## src/rtl/cond_issue_ctrl.sv

```systemverilog
// Conditional-issue controller: owns NZCV, tracks in-flight flag writers and holds a
// conditional instruction until its flags are final, then issues it with a pass/kill verdict.
module cond_issue_ctrl #(
  parameter int PEND_W = 2
) (
  input  logic              clk,
  input  logic              reset,
  input  logic              dec_valid,
  input  logic [3:0]        dec_cond,
  input  logic [1:0]        dec_flag_w,
  output logic              dec_ready,
  input  logic              wb_valid,
  input  logic [1:0]        wb_flag_w,
  input  logic [3:0]        wb_flags,
  output logic              ex_valid,
  output logic              ex_cond_ex,
  output logic [1:0]        ex_flag_w,
  output logic [3:0]        flags_q,
  output logic [PEND_W-1:0] pend_cnt,
  output logic              err
);

  localparam logic [0:0] ST_RUN  = 1'b0;
  localparam logic [0:0] ST_WAIT = 1'b1;
  localparam logic [PEND_W-1:0] PEND_MAX = '1;

  logic [0:0]        state_q, state_d;
  logic [3:0]        hold_cond_q, hold_cond_d;
  logic [1:0]        hold_flag_w_q, hold_flag_w_d;
  logic              ex_valid_q, ex_valid_d;
  logic              ex_cond_ex_q, ex_cond_ex_d;
  logic [1:0]        ex_flag_w_q, ex_flag_w_d;
  logic              err_q, err_d;
  logic [3:0]        flags_d;
  logic [PEND_W-1:0] pend_nx, pend_d;
  logic              accept;
  logic              issue;
  logic [3:0]        issue_cond;
  logic [1:0]        issue_flag_w;

  // {N,Z,C,V} = f[3:0]
  function automatic logic cond_eval(input logic [3:0] cond, input logic [3:0] f);
    logic n, z, c, v;
    n = f[3];
    z = f[2];
    c = f[1];
    v = f[0];
    case (cond)
      4'b0000: cond_eval = z;
      4'b0001: cond_eval = !z;
      4'b0010: cond_eval = c;
      4'b0011: cond_eval = !c;
      4'b0100: cond_eval = n;
      4'b0101: cond_eval = !n;
      4'b0110: cond_eval = v;
      4'b0111: cond_eval = !v;
      4'b1000: cond_eval = c && !z;
      4'b1001: cond_eval = !c || z;
      4'b1010: cond_eval = (n == v);
      4'b1011: cond_eval = (n != v);
      4'b1100: cond_eval = !z && (n == v);
      4'b1101: cond_eval = z || (n != v);
      default: cond_eval = 1'b1;
    endcase
  endfunction

  assign dec_ready = (state_q == ST_RUN) && (pend_cnt != PEND_MAX);
  assign accept    = dec_valid && dec_ready;

  always_comb begin
    flags_d = flags_q;
    if (wb_valid && wb_flag_w[1]) flags_d[3:2] = wb_flags[3:2];
    if (wb_valid && wb_flag_w[0]) flags_d[1:0] = wb_flags[1:0];
  end

  // A writeback with nothing outstanding is flagged, not allowed to wrap the counter.
  always_comb begin
    err_d   = err_q;
    pend_nx = pend_cnt;
    if (wb_valid) begin
      if (pend_cnt == '0) err_d = 1'b1;
      else                pend_nx = pend_cnt - PEND_W'(1);
    end
  end

  always_comb begin
    state_d       = state_q;
    hold_cond_d   = hold_cond_q;
    hold_flag_w_d = hold_flag_w_q;
    issue         = 1'b0;
    issue_cond    = dec_cond;
    issue_flag_w  = dec_flag_w;
    case (state_q)
      ST_RUN: begin
        if (accept) begin
          if (dec_cond[3:1] == 3'b111 || pend_nx == '0) begin
            issue = 1'b1;
          end else begin
            hold_cond_d   = dec_cond;
            hold_flag_w_d = dec_flag_w;
            state_d       = ST_WAIT;
          end
        end
      end
      default: begin
        issue_cond   = hold_cond_q;
        issue_flag_w = hold_flag_w_q;
        if (pend_nx == '0) begin
          issue   = 1'b1;
          state_d = ST_RUN;
        end
      end
    endcase
    ex_valid_d   = issue;
    ex_cond_ex_d = issue && cond_eval(issue_cond, flags_d);
    ex_flag_w_d  = issue_flag_w & {2{ex_cond_ex_d}};
    pend_d       = pend_nx + PEND_W'(issue && (ex_flag_w_d != 2'b00));
  end

  always_ff @(posedge clk) begin
    if (reset) begin
      state_q       <= ST_RUN;
      hold_cond_q   <= '0;
      hold_flag_w_q <= '0;
      ex_valid_q    <= 1'b0;
      ex_cond_ex_q  <= 1'b0;
      ex_flag_w_q   <= '0;
      flags_q       <= '0;
      pend_cnt      <= '0;
      err_q         <= 1'b0;
    end else begin
      state_q       <= state_d;
      hold_cond_q   <= hold_cond_d;
      hold_flag_w_q <= hold_flag_w_d;
      ex_valid_q    <= ex_valid_d;
      ex_cond_ex_q  <= ex_cond_ex_d;
      ex_flag_w_q   <= ex_flag_w_d;
      flags_q       <= flags_d;
      pend_cnt      <= pend_d;
      err_q         <= err_d;
    end
  end

  assign ex_valid   = ex_valid_q;
  assign ex_cond_ex = ex_cond_ex_q;
  assign ex_flag_w  = ex_flag_w_q;
  assign err        = err_q;

endmodule

```

## config.mk

```make
export PLATFORM = sky130hd
export DESIGN_NAME = cond_issue_ctrl
export DESIGN_NICKNAME = d
export VERILOG_FILES = /design/src/rtl/cond_issue_ctrl.sv
export SDC_FILE = /design/constraint.sdc
export NUM_CORES = 1
export LEC_CHECK = 0
export ABC_AREA = 1
export CAP_MARGIN = 40
export CELL_PAD_IN_SITES_DETAIL_PLACEMENT = 1
export CELL_PAD_IN_SITES_GLOBAL_PLACEMENT = 1
export CORE_UTILIZATION = 30
export CTS_CLUSTER_DIAMETER = 60
export DETAILED_ROUTE_END_ITERATION = 16
export HOLD_SLACK_MARGIN = 0.03
export PLACE_DENSITY = 0.71
export SLEW_MARGIN = 0
export SYNTH_ARGS = -nofsm -noshare
export SYNTH_HDL_FRONTEND = slang
export SYNTH_SLANG_ARGS = --single-unit
```

## constraint.sdc

```tcl
create_clock -name clk -period 2.3 [get_ports clk]
set_input_delay 0.46 -clock clk [delete_from_list [all_inputs] [get_ports clk]]
set_output_delay 0.46 -clock clk [all_outputs]
set_load 0.005 [all_outputs]
```

# Yosys cells after proc, flatten, opt, wreduce, memory -nomap -nowiden
# Index checks and enable logic that the tools add are counted.
# totals
reg_bits	18
inputBits	16
out_inout_bits	12
# op_classes
addsub	2
n_eq_ne	17
muxes	15
n_bitwise	3
n_reduce_logical	21
# ops
op	count
4-bit == test, second input constant	6
4-bit by 3-bit == test with 1-bit output, second input constant	4
1-bit case mux with 14 select lines	1
2-bit 2-to-1 mux	5
4-bit by 2-bit == test with 1-bit output, second input constant	2
1-bit logical AND	8
1-bit 2-to-1 mux	8
4-bit by 1-bit == test with 1-bit output, second input constant	1
1-bit zero test	4
2-bit zero test	2
4-bit zero test	1
4-bit 2-to-1 mux	1
3-bit == test, second input constant	1
1-bit logical OR	3
3-bit AND reduction	1
2-bit by 1-bit adder with 2-bit output	1
2-bit bitwise AND	1
2-bit inequality test, second input constant	1
1-bit NOT	2
2-bit AND reduction	1
2-bit nonzero test	1
2-bit by 1-bit subtractor with 2-bit output, second input constant	1
1-bit == test	1
1-bit inequality test	1

# Longest topological paths before layout
# Gate-level depths: netlist of the first run.
# depth
ltp_word	13
ltp_mapped	19

# Least setup slack after synthesis of the first run
# OpenSTA, ideal clock, no wires.
# synth_timing
path_type	in2reg
from	input wb_valid
to	register pend_cnt[1]
arrival_ns	1.639
t_required_ns	2.185
slack_ns	0.546
stages	15
path_cell_list	buf_6 > nand2_4 > nand2_1 > nand2_1 > inv_1 > a21oi_2 > nand3_1 > nand3_1 > nand2_1 > nand2_2 > inv_1 > nor2_1 > ha_1 > nand2_1 > nor3b_1
# synth_via
elab_chain_cells	11
elab_cells_between_ends	27
classes_between	add/sub: 1; eq/ne: 2; mux: 8; bitwise: 1; reduce/logical: 15
# synth_lines
element	line_no	text
start: declaration	12	input logic wb_valid,
2-bit 2-to-1 mux	80	if (wb_valid) begin
2-bit zero test	96, 108	
1-bit logical OR	96	if (dec_cond[3:1] == 3'b111 || pend_nx == '0) begin
1-bit 2-to-1 mux	96	
1-bit 2-to-1 mux	95	if (accept) begin
1-bit 2-to-1 mux	93	case (state_q)
1-bit logical AND	115	ex_cond_ex_d = issue && cond_eval(issue_cond, flags_d);
2-bit bitwise AND	116	ex_flag_w_d = issue_flag_w & {2{ex_cond_ex_d}};
2-bit nonzero test	117	pend_d = pend_nx + PEND_W'(issue && (ex_flag_w_d != 2'b00));
1-bit logical AND	117	
2-bit by 1-bit adder with 2-bit output (*)	117	
end signal: assignment	139	pend_cnt <= pend_d;
end: declaration	19	output logic [PEND_W-1:0] pend_cnt,
# Every way passes the cells marked *; elsewhere a longest branch is shown, timed or not.
# A chain may end at the register's enable or synchronous reset.

# Worst setup path after layout of the first run
# layout_timing
from	register state_q
to	register pend_cnt[1]
# layout_via
elab_chain_cells	10
elab_cells_between_ends	27
classes_between	add/sub: 1; eq/ne: 13; mux: 5; bitwise: 2; reduce/logical: 6
# layout_lines
element	line_no	text
start: declaration	27	logic [0:0] state_q, state_d;
start signal: assignment	132	state_q <= state_d;
branches (longest 8 deep; another with 1-bit case mux with 14 select lines)	--	
1-bit logical AND (*)	117	
2-bit by 1-bit adder with 2-bit output (*)	117	
# Every way passes the cells marked *.

==> Flow_metrics.wiki, run 1 <==
{| class="wikitable"
! Metric !! Value
|-
| DRC violations left || 0
|-
| Sequential element share of the synthesized area || 34.6%
|-
| Area added between synthesis and finish || 37.3%
|-
| Core Rows || 21
|-
| Headroom to the max-slew limit || 57.1%
|-
| R2R cell count || 13
|-
| Worst-path cell with the longest stage delay || sky130_fd_sc_hd__dfxtp_1
|-
| Area contributors post-synth || sky130_fd_sc_hd__dfxtp_1 (35%), sky130_fd_sc_hd__nand2_1 (15%), sky130_fd_sc_hd__nand3_1 (6.7%)
|-
| Hold crit path type || flip-flop to flip-flop
|-
| Initial antenna violation count || 0
|-
| Static leakage || 0.635 nW
|-
| Maximum ir drop on the vdd rail || 0.000214 V
|-
| Worst Setup Path Type || flip-flop to flip-flop
|-
| Residual overflow from global routing || 0
|-
| Final critical-path share of the clock period || 92.4%
|-
| PD cells || 475 mW/mm²
|-
| Netlist Area Pre-Place || 0.00104 mm²
|-
| Ranking of synthesized cells by instance count || sky130_fd_sc_hd__nand2_1 (42), sky130_fd_sc_hd__dfxtp_1 (18), sky130_fd_sc_hd__inv_1 (18), sky130_fd_sc_hd__nand3_1 (14), sky130_fd_sc_hd__nor2_1 (14)
|-
| Bufs on Longest Clock Path || 2
|-
| Result of the run || finished clean
|-
| Dominant register cell in the synthesized netlist || sky130_fd_sc_hd__dfxtp_1
|-
| Syn nets || 169
|-
| Final hold slack || 0.474 ns
|-
| Logic depth of the worst setup path including buffers || 13
|-
| Number of global-route vias before repair || 1,041
|-
| Endpoint kind of the worst setup timing path || flip-flop
|-
| Min Tclk post-route || 2.12 ns
|-
| Diode insertion count for antenna repair || 0
|-
| Filler cell count || 454
|-
| Worst-Skew Late Latency || 0.29 ns
|-
| CTS tree || done
|-
| Post-synthesis sequential element count || 18
|-
| Switching power total || 0.201 mW
|-
| Slew @ Worst Pin || 0.642 ns
|-
| WL final || 2560 µm
|-
| Worst slack, placed || -0.309 ns
|-
| Area of the die || 0.00371 mm²
|-
| Cell Int Power || 0.479 mW
|-
| # nets final || 206
|-
| Setup repair after global routing missed its margin || false
|-
| Ordered list of cells on the worst path || nand2_2 -> nand2_4 -> nand2_1 -> a21oi_2 -> nand3_1 -> nand3_1 -> nand2_1 -> nand2_2 -> inv_1 -> nor2_1 -> ha_1 -> nand2_1 -> nor3b_2
|-
| ANT nets after route || 0
|-
| Most common cell in the netlist || sky130_fd_sc_hd__nand2_1
|-
| CP Max Fanout || 9
|-
| Share of power burned in registers || 49.3%
|-
| Number of buffer cells added on primary ports || 27
|-
| Fraction of power spent switching nets || 29.6%
|-
| Hold Path Stages || 2
|-
| Highest clock frequency the design can meet || 471 MHz
|-
| Average vias per placed instance || 4.56
|-
| Cell taking the most area after synthesis || sky130_fd_sc_hd__dfxtp_1
|-
| Number of max-cap violations || 0
|-
| Routed length per placed instance || 11.0 µm
|-
| Core outline area || 0.00334 mm²
|-
| Global placement routability congestion || 0.777
|-
| Total Power || 0.679 mW
|-
| Combinational group share of total power || 26.8%
|-
| Top cell type's share of synthesized area || 34.6%
|-
| Maximum number of pins on one net before global-route repair || 16
|-
| CTS Sinks || 18
|-
| Ports placed on the boundary || 28
|-
| Cell at the root of the clock tree || sky130_fd_sc_hd__clkbuf_4
|-
| Data required, critical path || 2.47 ns
|-
| Data arrival time of the critical path || 2.29 ns
|-
| Post-CTS setup-driven buffer insertion count || 0
|-
| Clock network fraction of total power || 23.9%
|-
| Post-CTS clock slew at the launch and capture registers of the worst setup and hold paths || 0.11 ns
|-
| Worst setup slack for register-to-register paths || 0.18 ns
|-
| Die Wd || 60.9 µm
|-
| Worst path bufs/invs || 1
|-
| Syn Area/Cell || 6.85 µm²
|-
| Number of H-tree levels || 1
|-
| Vertical die dimension || 60.9 µm
|-
| Wire length of the first global-routing pass || 4270 µm
|-
| Sequential cell area || 360 µm²
|-
| DP Wirelength || 2130 µm
|-
| Synth Instances || 152
|-
| CP Launch Type || flip-flop
|-
| Slack of the critical path || 0.175 ns
|-
| Count of routing violations after the opening detailed-route iteration || 4
|-
| Setup skew after layout || 0.00132 ns
|-
| Most used cell, CP || sky130_fd_sc_hd__nand2_1
|-
| Global-route usage over all layers || 15.5%
|-
| Via Count || 1,062
|-
| Number of setup violations in the final report || 0
|-
| Delay of the slowest cell on the worst path || 0.67 ns
|-
| Final max-slew violation count || 0
|-
| Critical path's top delay family || simple AND/OR/NAND/NOR gates
|-
| Area of combinational cells with multiple inputs || 569 µm²
|-
| Unique masters post-synth || 24
|-
| DRT Pass-1 Iters || 4
|-
| Initial Utilization || 31.2%
|-
| Post-synthesis async set-or-reset flop share || 0%
|-
| EDFF count, synth || 0
|-
| Fraction of final layout cells with drive strength greater than 1 || 20.9%
|-
| Number of buffers created by CTS || 3
|-
| Final Hold Fails || 0
|-
| Synth Warn # || 0
|}
## cells by family (layout without fill, tap and decap cells)
kind of cell,Yosys count,after routing,synth area share [%]
compound gates,19,19,11.8
simple gates,89,89,41.2
buf+inv,25,60,11.2
flops,18,18,34.6
fa+ha+maj,1,1,1.20
## tightest hold or removal path: stages, from the launching register on
cell and delay, ns:
sky130_fd_sc_hd__dfxtp_1 0.33, sky130_fd_sc_hd__nand2_1 0.06, sky130_fd_sc_hd__a21oi_1 0.05
## final timing paths
path / startpoint / endpoint
setup / recovery: state_q / pend_cnt[1]
hold / removal: hold_flag_w_q[1] / hold_flag_w_q[1]
setup reg to reg: state_q / pend_cnt[1]
hold reg to reg: hold_flag_w_q[1] / hold_flag_w_q[1]
## per-stage QoR
step	utilization [%]	TNS (ns)	area, µm²	instances
floorplan	-	0	1040	152
global placement	42.0	-0.378	1400	230
detailed placement	42.0	-0.761	1400	230
CTS	42.7	0	1420	233
global route	42.8	0	1430	233
finish	42.8	0	1430	233
## power groups by stage
stage | Clock [mW] | Sequential, mW | Combinational (mW)
after floorplan | 0 | 0.342 | 0.0965
after CTS | 0.173 | 0.336 | 0.186
final | 0.162 | 0.335 | 0.182
after global routing | 0.179 | 0.337 | 0.204
after detailed placement | 0 | 0.343 | 0.185
after global placement | 0 | 0.342 | 0.180
## per-layer routing
layer | vias up | track usage (%) | share of wire [%]
met4 | 0 | 4.87 | 0.90
met2 | 23 | 30.8 | 53
met3 | 4 | 2.13 | 4.0
met1 | 490 | 16.8 | 42
met5 | - | 0 | 0
li1 | 545 | - | -
## state kept, by name (all words and copies together) (netlist names)
| register | cells |
|---|---|
| ex_cond_ex | 1 |
| err | 1 |
| ex_valid | 1 |
| flags_q | 4 |
| pend_cnt | 2 |
| state_q | 1 |
| hold_flag_w_q | 2 |
| ex_flag_w | 2 |
| hold_cond_q | 4 |
## cell usage in the layout (no fill, tap or decap), drive strengths merged, types with 3 or more instances in the layout
| cell type | count |
|---|---|
| clkdlybuf4s50 | 26 |
| dfxtp | 18 |
| buf | 8 |
| nand2 | 57 |
| clkbuf | 3 |
| a21oi | 9 |
| inv | 22 |
| nand3 | 15 |
| o21ai | 6 |
| nor2 | 16 |
## layout make-up
class | count | area share [%]
multi-input combinational | 109 | 39.8
sequential | 18 | 25.2
timing repair buffer | 35 | 23.0
inverter | 22 | 6.30
tap | 46 | 4.03
clock buffer | 3 | 1.58
## timing repair
item	CTS	global route
hold buffers	0	0
gates resized for setup	1	1
endpoints found under the hold margin	0	0
setup endpoints to repair	1	1
No activity file was read; power rests on OpenSTA's default activity.
==> inputs of run 2 (changes only) <==
--- a/config.mk
+++ b/config.mk
@@ -9,11 +9,11 @@
 export CAP_MARGIN = 40
 export CELL_PAD_IN_SITES_DETAIL_PLACEMENT = 1
 export CELL_PAD_IN_SITES_GLOBAL_PLACEMENT = 1
-export CORE_UTILIZATION = 30
+export CORE_UTILIZATION = 33
 export CTS_CLUSTER_DIAMETER = 60
 export DETAILED_ROUTE_END_ITERATION = 16
 export HOLD_SLACK_MARGIN = 0.03
-export PLACE_DENSITY = 0.71
+export PLACE_DENSITY = 0.77
 export SLEW_MARGIN = 0
 export SYNTH_ARGS = -nofsm -noshare
 export SYNTH_HDL_FRONTEND = slang
==> constraint.sdc (replaced) <==
create_clock -name clk -period 2.3 [get_ports clk]
set_input_delay 0.345 -clock clk [delete_from_list [all_inputs] [get_ports clk]]
set_output_delay 0.345 -clock clk [all_outputs]
set_load 0.005 [all_outputs]
==> run 2 against run 1 <==
Effect of this change:
- via count decreased by 1.6%
- largest power group unchanged
- die area decreased by 8.8%
- critical path type unchanged
- highest routed layer is now met3
- first-iteration DRC count rose to 5.5 times the previous value
==> Flow_metrics.wiki, run 2 (synthesized netlist as in run 1, its figures left out) <==
{| class="wikitable"
! Metric !! Value
|-
| Highest clock frequency the design can meet || 476 MHz (was 471 MHz)
|-
| Data required, critical path || 2.47 ns (about the same)
|-
| Endpoint kind of the worst setup timing path || flip-flop (unchanged)
|-
| Fraction of final layout cells with drive strength greater than 1 || 18.6% (was 20.9%)
|-
| Area of combinational cells with multiple inputs || 564 µm² (was 569 µm²)
|-
| CTS tree || done (unchanged)
|-
| Number of max-cap violations || 0 (unchanged)
|-
| Number of buffers created by CTS || 3 (unchanged)
|-
| Data arrival time of the critical path || 2.27 ns (was 2.29 ns)
|-
| Most common library cell in the layout ignoring fill and taps || sky130_fd_sc_hd__nand2_1 (unchanged)
|-
| Number of H-tree levels || 1 (unchanged)
|-
| Final critical-path share of the clock period || 91.4% (was 92.4%)
|-
| Post-CTS clock slew at the launch and capture registers of the worst setup and hold paths || 0.12 ns (was 0.11 ns)
|-
| Vertical die dimension || 58.2 µm (was 60.9 µm)
|-
| Worst-Skew Late Latency || 0.30 ns (was 0.29 ns)
|-
| Count of routing violations after the opening detailed-route iteration || 22 (was 4)
|-
| CP Max Fanout || 9 (unchanged)
|-
| Bufs on Longest Clock Path || 2 (unchanged)
|-
| Result of the run || finished clean (unchanged)
|-
| Worst slack, placed || -0.184 ns (was -0.309 ns)
|-
| Switching power total || 0.207 mW (was 0.201 mW)
|-
| Residual overflow from global routing || 0 (unchanged)
|-
| Routed length per placed instance || 11.3 µm (was 11.0 µm)
|-
| Filler cell count || 392 (was 454)
|-
| Cell Int Power || 0.507 mW (was 0.479 mW)
|-
| Slew @ Worst Pin || 0.612 ns (was 0.642 ns)
|-
| Share of power burned in registers || 47.0% (was 49.3%)
|-
| Via Count || 1,045 (was 1,062)
|-
| Area added between synthesis and finish || 34.6% (was 37.3%)
|-
| Average vias per placed instance || 4.60 (was 4.56)
|-
| ANT nets after route || 0 (unchanged)
|-
| Fraction of power spent switching nets || 29.0% (was 29.6%)
|-
| Headroom to the max-slew limit || 59.1% (was 57.1%)
|-
| Top Metal Used || met3 (was met4)
|-
| Setup repair after global routing missed its margin || false (unchanged)
|-
| Highest-count cells in the layout ignoring fill and taps || sky130_fd_sc_hd__nand2_1 (42), sky130_fd_sc_hd__clkdlybuf4s50_1 (26), sky130_fd_sc_hd__inv_1 (18), sky130_fd_sc_hd__dfxtp_1 (18) (unchanged)
|-
| PD cells || 509 mW/mm² (was 475 mW/mm²)
|-
| Leading registers by flop count || flags_q x4, hold_cond_q x4 (unchanged)
|-
| Initial antenna violation count || 0 (unchanged)
|-
| DP Wirelength || 2030 µm (was 2130 µm)
|-
| Hold crit path type || flip-flop to flip-flop (unchanged)
|-
| CTS Sinks || 18 (unchanged)
|-
| Min Tclk post-route || 2.10 ns (was 2.12 ns)
|-
| Met3 Wirelength || 95 µm (was 102 µm)
|-
| Sequential cell area || 360 µm² (unchanged)
|-
| Maximum ir drop on the vdd rail || 0.000219 V (was 0.000214 V)
|-
| Worst Setup Path Type || flip-flop to flip-flop (unchanged)
|-
| Die Wd || 58.2 µm (was 60.9 µm)
|-
| Number of setup violations in the final report || 0 (unchanged)
|-
| Setup skew after layout || 0.00697 ns (was 0.00132 ns)
|-
| Initial Utilization || 34.4% (was 31.2%)
|-
| Final max-slew violation count || 0 (unchanged)
|-
| Number of global-route vias before repair || 1,074 (was 1,041)
|-
| Ports placed on the boundary || 28 (unchanged)
|-
| Slack of the critical path || 0.197 ns (was 0.175 ns)
|-
| Area of the die || 0.00338 mm² (was 0.00371 mm²)
|-
| WL met1 || 1110 µm (was 1080 µm)
|-
| DRT Pass-1 Iters || 4 (unchanged)
|-
| WL final || 2560 µm (unchanged)
|-
| Final Hold Fails || 0 (unchanged)
|-
| Total negative slack for setup checks || 0 ns (unchanged)
|-
| Static leakage || 0.624 nW (was 0.635 nW)
|-
| Core Rows || 20 (was 21)
|-
| Core outline area || 0.00303 mm² (was 0.00334 mm²)
|-
| # nets final || 201 (was 206)
|-
| CP Launch Type || flip-flop (unchanged)
|-
| Combinational group share of total power || 24.3% (was 26.8%)
|-
| Wire length of the first global-routing pass || 4420 µm (was 4270 µm)
|-
| Diode insertion count for antenna repair || 0 (unchanged)
|-
| Global-route usage over all layers || 16.7% (was 15.5%)
|-
| Number of buffer cells added on primary ports || 27 (unchanged)
|-
| Clock network fraction of total power || 28.7% (was 23.9%)
|-
| Maximum number of pins on one net before global-route repair || 16 (unchanged)
|-
| Global placement routability congestion || 0.829 (was 0.777)
|-
| Cell at the root of the clock tree || sky130_fd_sc_hd__clkbuf_4 (unchanged)
|-
| Wire length on met2 || 1350 µm (unchanged)
|-
| DRC violations left || 0 (unchanged)
|}
[run 2: changes by cell type in the layout (fill, tap and decap cells not counted)]
cell                             change
sky130_fd_sc_hd__buf_4               -5
sky130_fd_sc_hd__clkbuf_8            +1
sky130_fd_sc_hd__dlygate4sd2_1       -1
sky130_fd_sc_hd__dlymetal6s2s_1      +1
sky130_fd_sc_hd__nor3b_1             +1
sky130_fd_sc_hd__nor3b_2             -1
[run 2: final cells by class]
| type | instances | area share, % |
|---|---|---|
| multi-input cells | 109 | 40.3 |
| clock buffers | 4 | 2.59 |
| inverters | 22 | 6.43 |
| repair buffers | 30 | 21.1 |
| flip-flops and latches | 18 | 25.7 |
| well taps | 44 | 3.93 |
[run 2: routing by layer]
layer | vias up | track usage [%]
li1 | 540 | -
met1 | 485 | 18.9
met2 | 20 | 32.7
met3 | 0 | 2.68
met4 | 0 | 3.06
met5 | - | 0
[run 2: worst paths after layout]
kind                       start        endpoint  slack, ns  cells past startpoint
hold reg to reg   hold_cond_q[3]  hold_cond_q[3]       0.48                      2
setup / recovery         state_q     pend_cnt[1]       0.20                     13
setup reg to reg         state_q     pend_cnt[1]       0.20                     13
hold / removal    hold_cond_q[3]  hold_cond_q[3]       0.48                      2
[run 2: critical path: stages, from the launching register on]
cell,delay [ns]
sky130_fd_sc_hd__dfxtp_1,0.66
sky130_fd_sc_hd__nand2_2,0.13
sky130_fd_sc_hd__nand2_4,0.12
sky130_fd_sc_hd__nand2_1,0.08
sky130_fd_sc_hd__a21oi_2,0.17
sky130_fd_sc_hd__nand3_1,0.09
sky130_fd_sc_hd__nand3_1,0.10
sky130_fd_sc_hd__nand2_1,0.07
sky130_fd_sc_hd__nand2_2,0.08
sky130_fd_sc_hd__inv_1,0.04
sky130_fd_sc_hd__nor2_1,0.08
sky130_fd_sc_hd__ha_1,0.17
sky130_fd_sc_hd__nand2_1,0.05
sky130_fd_sc_hd__nor3b_1,0.13
[run 2: power by group through the flow]
stage                     Sequential [mW]  Clock [mW]  Combinational [mW]
after global routing                0.337       0.224               0.194
final                               0.335       0.205               0.174
after floorplan                     0.342           0              0.0965
after global placement              0.342           0               0.170
after CTS                           0.335       0.213               0.178
after detailed placement            0.342           0               0.176
[run 2: per-stage QoR]
| step | hold slack (ns) | power (mW) | util [%] | cell area (µm²) | cells |
|---|---|---|---|---|---|
| floorplan | 0.414 | 0.438 | - | 1040 | 152 |
| global placement | 0.451 | 0.512 | 45.0 | 1360 | 223 |
| detailed placement | 0.456 | 0.518 | 45.0 | 1360 | 223 |
| CTS | 0.475 | 0.727 | 46.2 | 1400 | 227 |
| global route | 0.506 | 0.755 | 46.3 | 1400 | 227 |
| finish | 0.475 | 0.713 | 46.3 | 1400 | 227 |
[run 2: what timing repair did]
action | CTS | global route
gates resized for setup | 0 | 1
endpoints found under the setup margin | 0 | 1
hold buffers | 0 | 0
setup buffers | 0 | 0
==> inputs of run 3 (changes only) <==
--- a/config.mk
+++ b/config.mk
@@ -13,7 +13,7 @@
 export CTS_CLUSTER_DIAMETER = 60
 export DETAILED_ROUTE_END_ITERATION = 16
 export HOLD_SLACK_MARGIN = 0.03
-export PLACE_DENSITY = 0.77
+export PLACE_DENSITY = 0.78
 export SLEW_MARGIN = 0
 export SYNTH_ARGS = -nofsm -noshare
 export SYNTH_HDL_FRONTEND = slang
==> run 3 against run 2 <==
Effect of this change:
- combinational power barely moved
- design area fell by 0.45%
- sequential share of layout area rose by 0.20 points
- critical path depth rose by 1
- highest routed layer unchanged
- utilization fell by 0.21 points
- largest power group unchanged
- register-to-register slack improved by 0.16 ns
==> Flow_metrics.wiki, run 3 (synthesized netlist as in run 1, its figures left out) <==
{| class="wikitable"
! Metric !! Value
|-
| Maximum ir drop on the vdd rail || 0.000278 V (was 0.000219 V)
|-
| Hold Path Stages || 2 (unchanged)
|-
| Number of hold buffers added after CTS || 0 (unchanged)
|-
| Total Power || 0.714 mW (was 0.713 mW)
|-
| Initial Utilization || 34.4% (unchanged)
|-
| Worst-path cell with the longest stage delay || sky130_fd_sc_hd__clkdlybuf4s50_1 (was sky130_fd_sc_hd__dfxtp_1)
|-
| Worst-Skew Late Latency || 0.30 ns (about the same)
|-
| Diode insertion count for antenna repair || 0 (unchanged)
|-
| Post-cts sizing count || 0 (unchanged)
|-
| Final Hold Fails || 0 (unchanged)
|-
| Wire length of the first global-routing pass || 4430 µm (was 4420 µm)
|-
| Number of H-tree levels || 1 (unchanged)
|-
| Data required, critical path || 2.47 ns (about the same)
|-
| Die Wd || 58.2 µm (unchanged)
|-
| Hold Path Origin || hold_flag_w_q[1] (was hold_cond_q[3])
|-
| Global-route usage over all layers || 16.8% (was 16.7%)
|-
| Setup skew after layout || 0.00449 ns (was 0.00697 ns)
|-
| Bufs on Longest Clock Path || 2 (unchanged)
|-
| Number of buffer cells added on primary ports || 27 (unchanged)
|-
| Count of routing violations after the opening detailed-route iteration || 15 (was 22)
|-
| Min Tclk post-route || 1.99 ns (was 2.10 ns)
|-
| Residual overflow from global routing || 0 (unchanged)
|-
| Headroom to the max-slew limit || 58.5% (was 59.1%)
|-
| Area of combinational cells with multiple inputs || 564 µm² (unchanged)
|-
| Core Rows || 20 (unchanged)
|-
| PD cells || 512 mW/mm² (was 509 mW/mm²)
|-
| Number of buffers created by CTS || 3 (unchanged)
|-
| Filler cell count || 406 (was 392)
|-
| Area added between synthesis and finish || 34.0% (was 34.6%)
|-
| Final core utilization || 46.1% (was 46.3%)
|-
| Worst Setup Path Type || input port to flip-flop (was flip-flop to flip-flop)
|-
| Ports placed on the boundary || 28 (unchanged)
|-
| Highest clock frequency the design can meet || 503 MHz (was 476 MHz)
|-
| Final hold slack || 0.471 ns (was 0.475 ns)
|-
| Number of max-cap violations || 0 (unchanged)
|-
| DP Wirelength || 2040 µm (was 2030 µm)
|-
| Result of the run || finished clean (unchanged)
|-
| Sequential cell area || 362 µm² (was 360 µm²)
|-
| Via Count || 1,032 (was 1,045)
|-
| Routed length per placed instance || 11.2 µm (was 11.3 µm)
|-
| Cell at the root of the clock tree || sky130_fd_sc_hd__clkbuf_4 (unchanged)
|-
| CP Launch Type || input port (was flip-flop)
|-
| Met3 Wirelength || 79 µm (was 95 µm)
|-
| Number of setup violations in the final report || 0 (unchanged)
|-
| Endpoint kind of the worst setup timing path || flip-flop (unchanged)
|-
| Final max-slew violation count || 0 (unchanged)
|-
| Area of the die || 0.00338 mm² (unchanged)
|-
| Core outline area || 0.00303 mm² (unchanged)
|-
| Post-placement cell area || 0.00136 mm² (about the same)
|-
| Highest-count cells in the layout ignoring fill and taps || sky130_fd_sc_hd__nand2_1 (42), sky130_fd_sc_hd__clkdlybuf4s50_1 (26), sky130_fd_sc_hd__inv_1 (18) (was sky130_fd_sc_hd__nand2_1 (42), sky130_fd_sc_hd__clkdlybuf4s50_1 (26), sky130_fd_sc_hd__inv_1 (18), sky130_fd_sc_hd__dfxtp_1 (18))
|-
| Maximum number of pins on one net before global-route repair || 16 (unchanged)
|-
| Number of global-route vias before repair || 1,064 (was 1,074)
|-
| Leading registers by flop count || flags_q x4, hold_cond_q x4 (unchanged)
|-
| Post-CTS clock slew at the launch and capture registers of the worst setup and hold paths || 0.12 ns (about the same)
|-
| Reg-to-Reg Start || state_q (unchanged)
|-
| WL final || 2540 µm (was 2560 µm)
|-
| Ordered list of cells on the worst path || clkdlybuf4s50_1 -> nand3_1 -> nand2_1 -> inv_1 -> a21oi_2 -> nand3_1 -> nand3_1 -> nand2_1 -> nand2_2 -> inv_1 -> nor2_1 -> ha_1 -> nand2_1 -> nor3b_1 (was nand2_2 -> nand2_4 -> nand2_1 -> a21oi_2 -> nand3_1 -> nand3_1 -> nand2_1 -> nand2_2 -> inv_1 -> nor2_1 -> ha_1 -> nand2_1 -> nor3b_1)
|-
| Global placement routability congestion || 0.835 (was 0.829)
|-
| Fraction of final layout cells with drive strength greater than 1 || 18.7% (was 18.6%)
|-
| Top Metal Used || met3 (unchanged)
|-
| Worst setup slack for register-to-register paths || 0.36 ns (was 0.20 ns)
|-
| Setup repair after global routing missed its margin || false (unchanged)
|-
| Delay of the slowest cell on the worst path || 0.55 ns (was 0.66 ns)
|-
| Total negative slack for setup checks || 0 ns (unchanged)
|-
| CTS tree || done (unchanged)
|-
| Average vias per placed instance || 4.57 (was 4.60)
|-
| Initial antenna violation count || 0 (unchanged)
|-
| Data arrival time of the critical path || 2.16 ns (was 2.27 ns)
|-
| R2R cell count || 13 (unchanged)
|-
| Finished layout cell area || 0.00140 mm² (about the same)
|-
| Endpoint of the lowest-slack register-to-register path || pend_cnt[1] (unchanged)
|-
| Final critical-path share of the clock period || 86.5% (was 91.4%)
|-
| Vertical die dimension || 58.2 µm (unchanged)
|-
| DRT Pass-1 Iters || 4 (unchanged)
|-
| Hold crit path type || flip-flop to flip-flop (unchanged)
|-
| DRC violations left || 0 (unchanged)
|-
| Wire length on met2 || 1340 µm (was 1350 µm)
|-
| CP Max Fanout || 3 (was 9)
|-
| Most common library cell in the layout ignoring fill and taps || sky130_fd_sc_hd__nand2_1 (unchanged)
|-
| Slew @ Worst Pin || 0.620 ns (was 0.612 ns)
|-
| WL met1 || 1110 µm (about the same)
|-
| Post-route non-filler standard cell count || 226 (was 227)
|-
| Dpl cells || 222 (was 223)
|-
| ANT nets after route || 0 (unchanged)
|-
| # nets final || 200 (was 201)
|-
| CTS Sinks || 18 (unchanged)
|-
| Post-CTS setup-driven buffer insertion count || 0 (unchanged)
|-
| Worst slack, placed || -0.189 ns (was -0.184 ns)
|-
| Slack of the critical path || 0.310 ns (was 0.197 ns)
|-
| Min-Delay Endpoint || hold_flag_w_q[1] (was hold_cond_q[3])
|-
| Static leakage || 0.620 nW (was 0.624 nW)
|}
[run 3: cell count changes in the layout (fill, tap and decap cells not counted), sizes merged]
cell  before  now
buf        3    2
[run 3: per-layer routing]
layer,vias up,GRT usage (%)
li1,534,-
met1,478,19.5
met4,0,4.08
met3,0,2.68
met2,20,31.9
met5,-,0
[run 3: report_power, final]
part           switching [mW]  leakage (nW)  total (mW)  internal, mW
sequential            0.00837         0.147       0.335         0.326
combinational          0.0893         0.452       0.173        0.0832
clock                   0.110        0.0210       0.206        0.0965
[run 3: cell type report]
cell class	instances	area share, %
Timing Repair Buffer	29	20.6
Clock buffer	4	2.60
Multi-Input combinational cell	109	40.4
Sequential cell	18	25.9
Tap cell	44	3.95
Inverter	22	6.46
[run 3: how the worst max path moves through the flow]
stage | from | end | slack (ns) | depth (start not counted)
2_1_floorplan | state_q | pend_cnt[1] | 0.66 | 15
3_3_place_gp | wb_valid | pend_cnt[1] | -0.08 | 16
3_5_place_dp | wb_valid | pend_cnt[1] | -0.19 | 16
4_1_cts | wb_valid | pend_cnt[1] | 0.13 | 16
5_1_grt | wb_flag_w[1] | pend_cnt[1] | 0.10 | 18
6_report | wb_flag_w[0] | pend_cnt[1] | 0.31 | 14
[run 3: critical path: cells and delay by family]
kind	cells	cell delay (ns)
compound gates	1	0.15
fa+ha+maj	1	0.17
buf+inv	3	0.65
simple gates	9	0.83
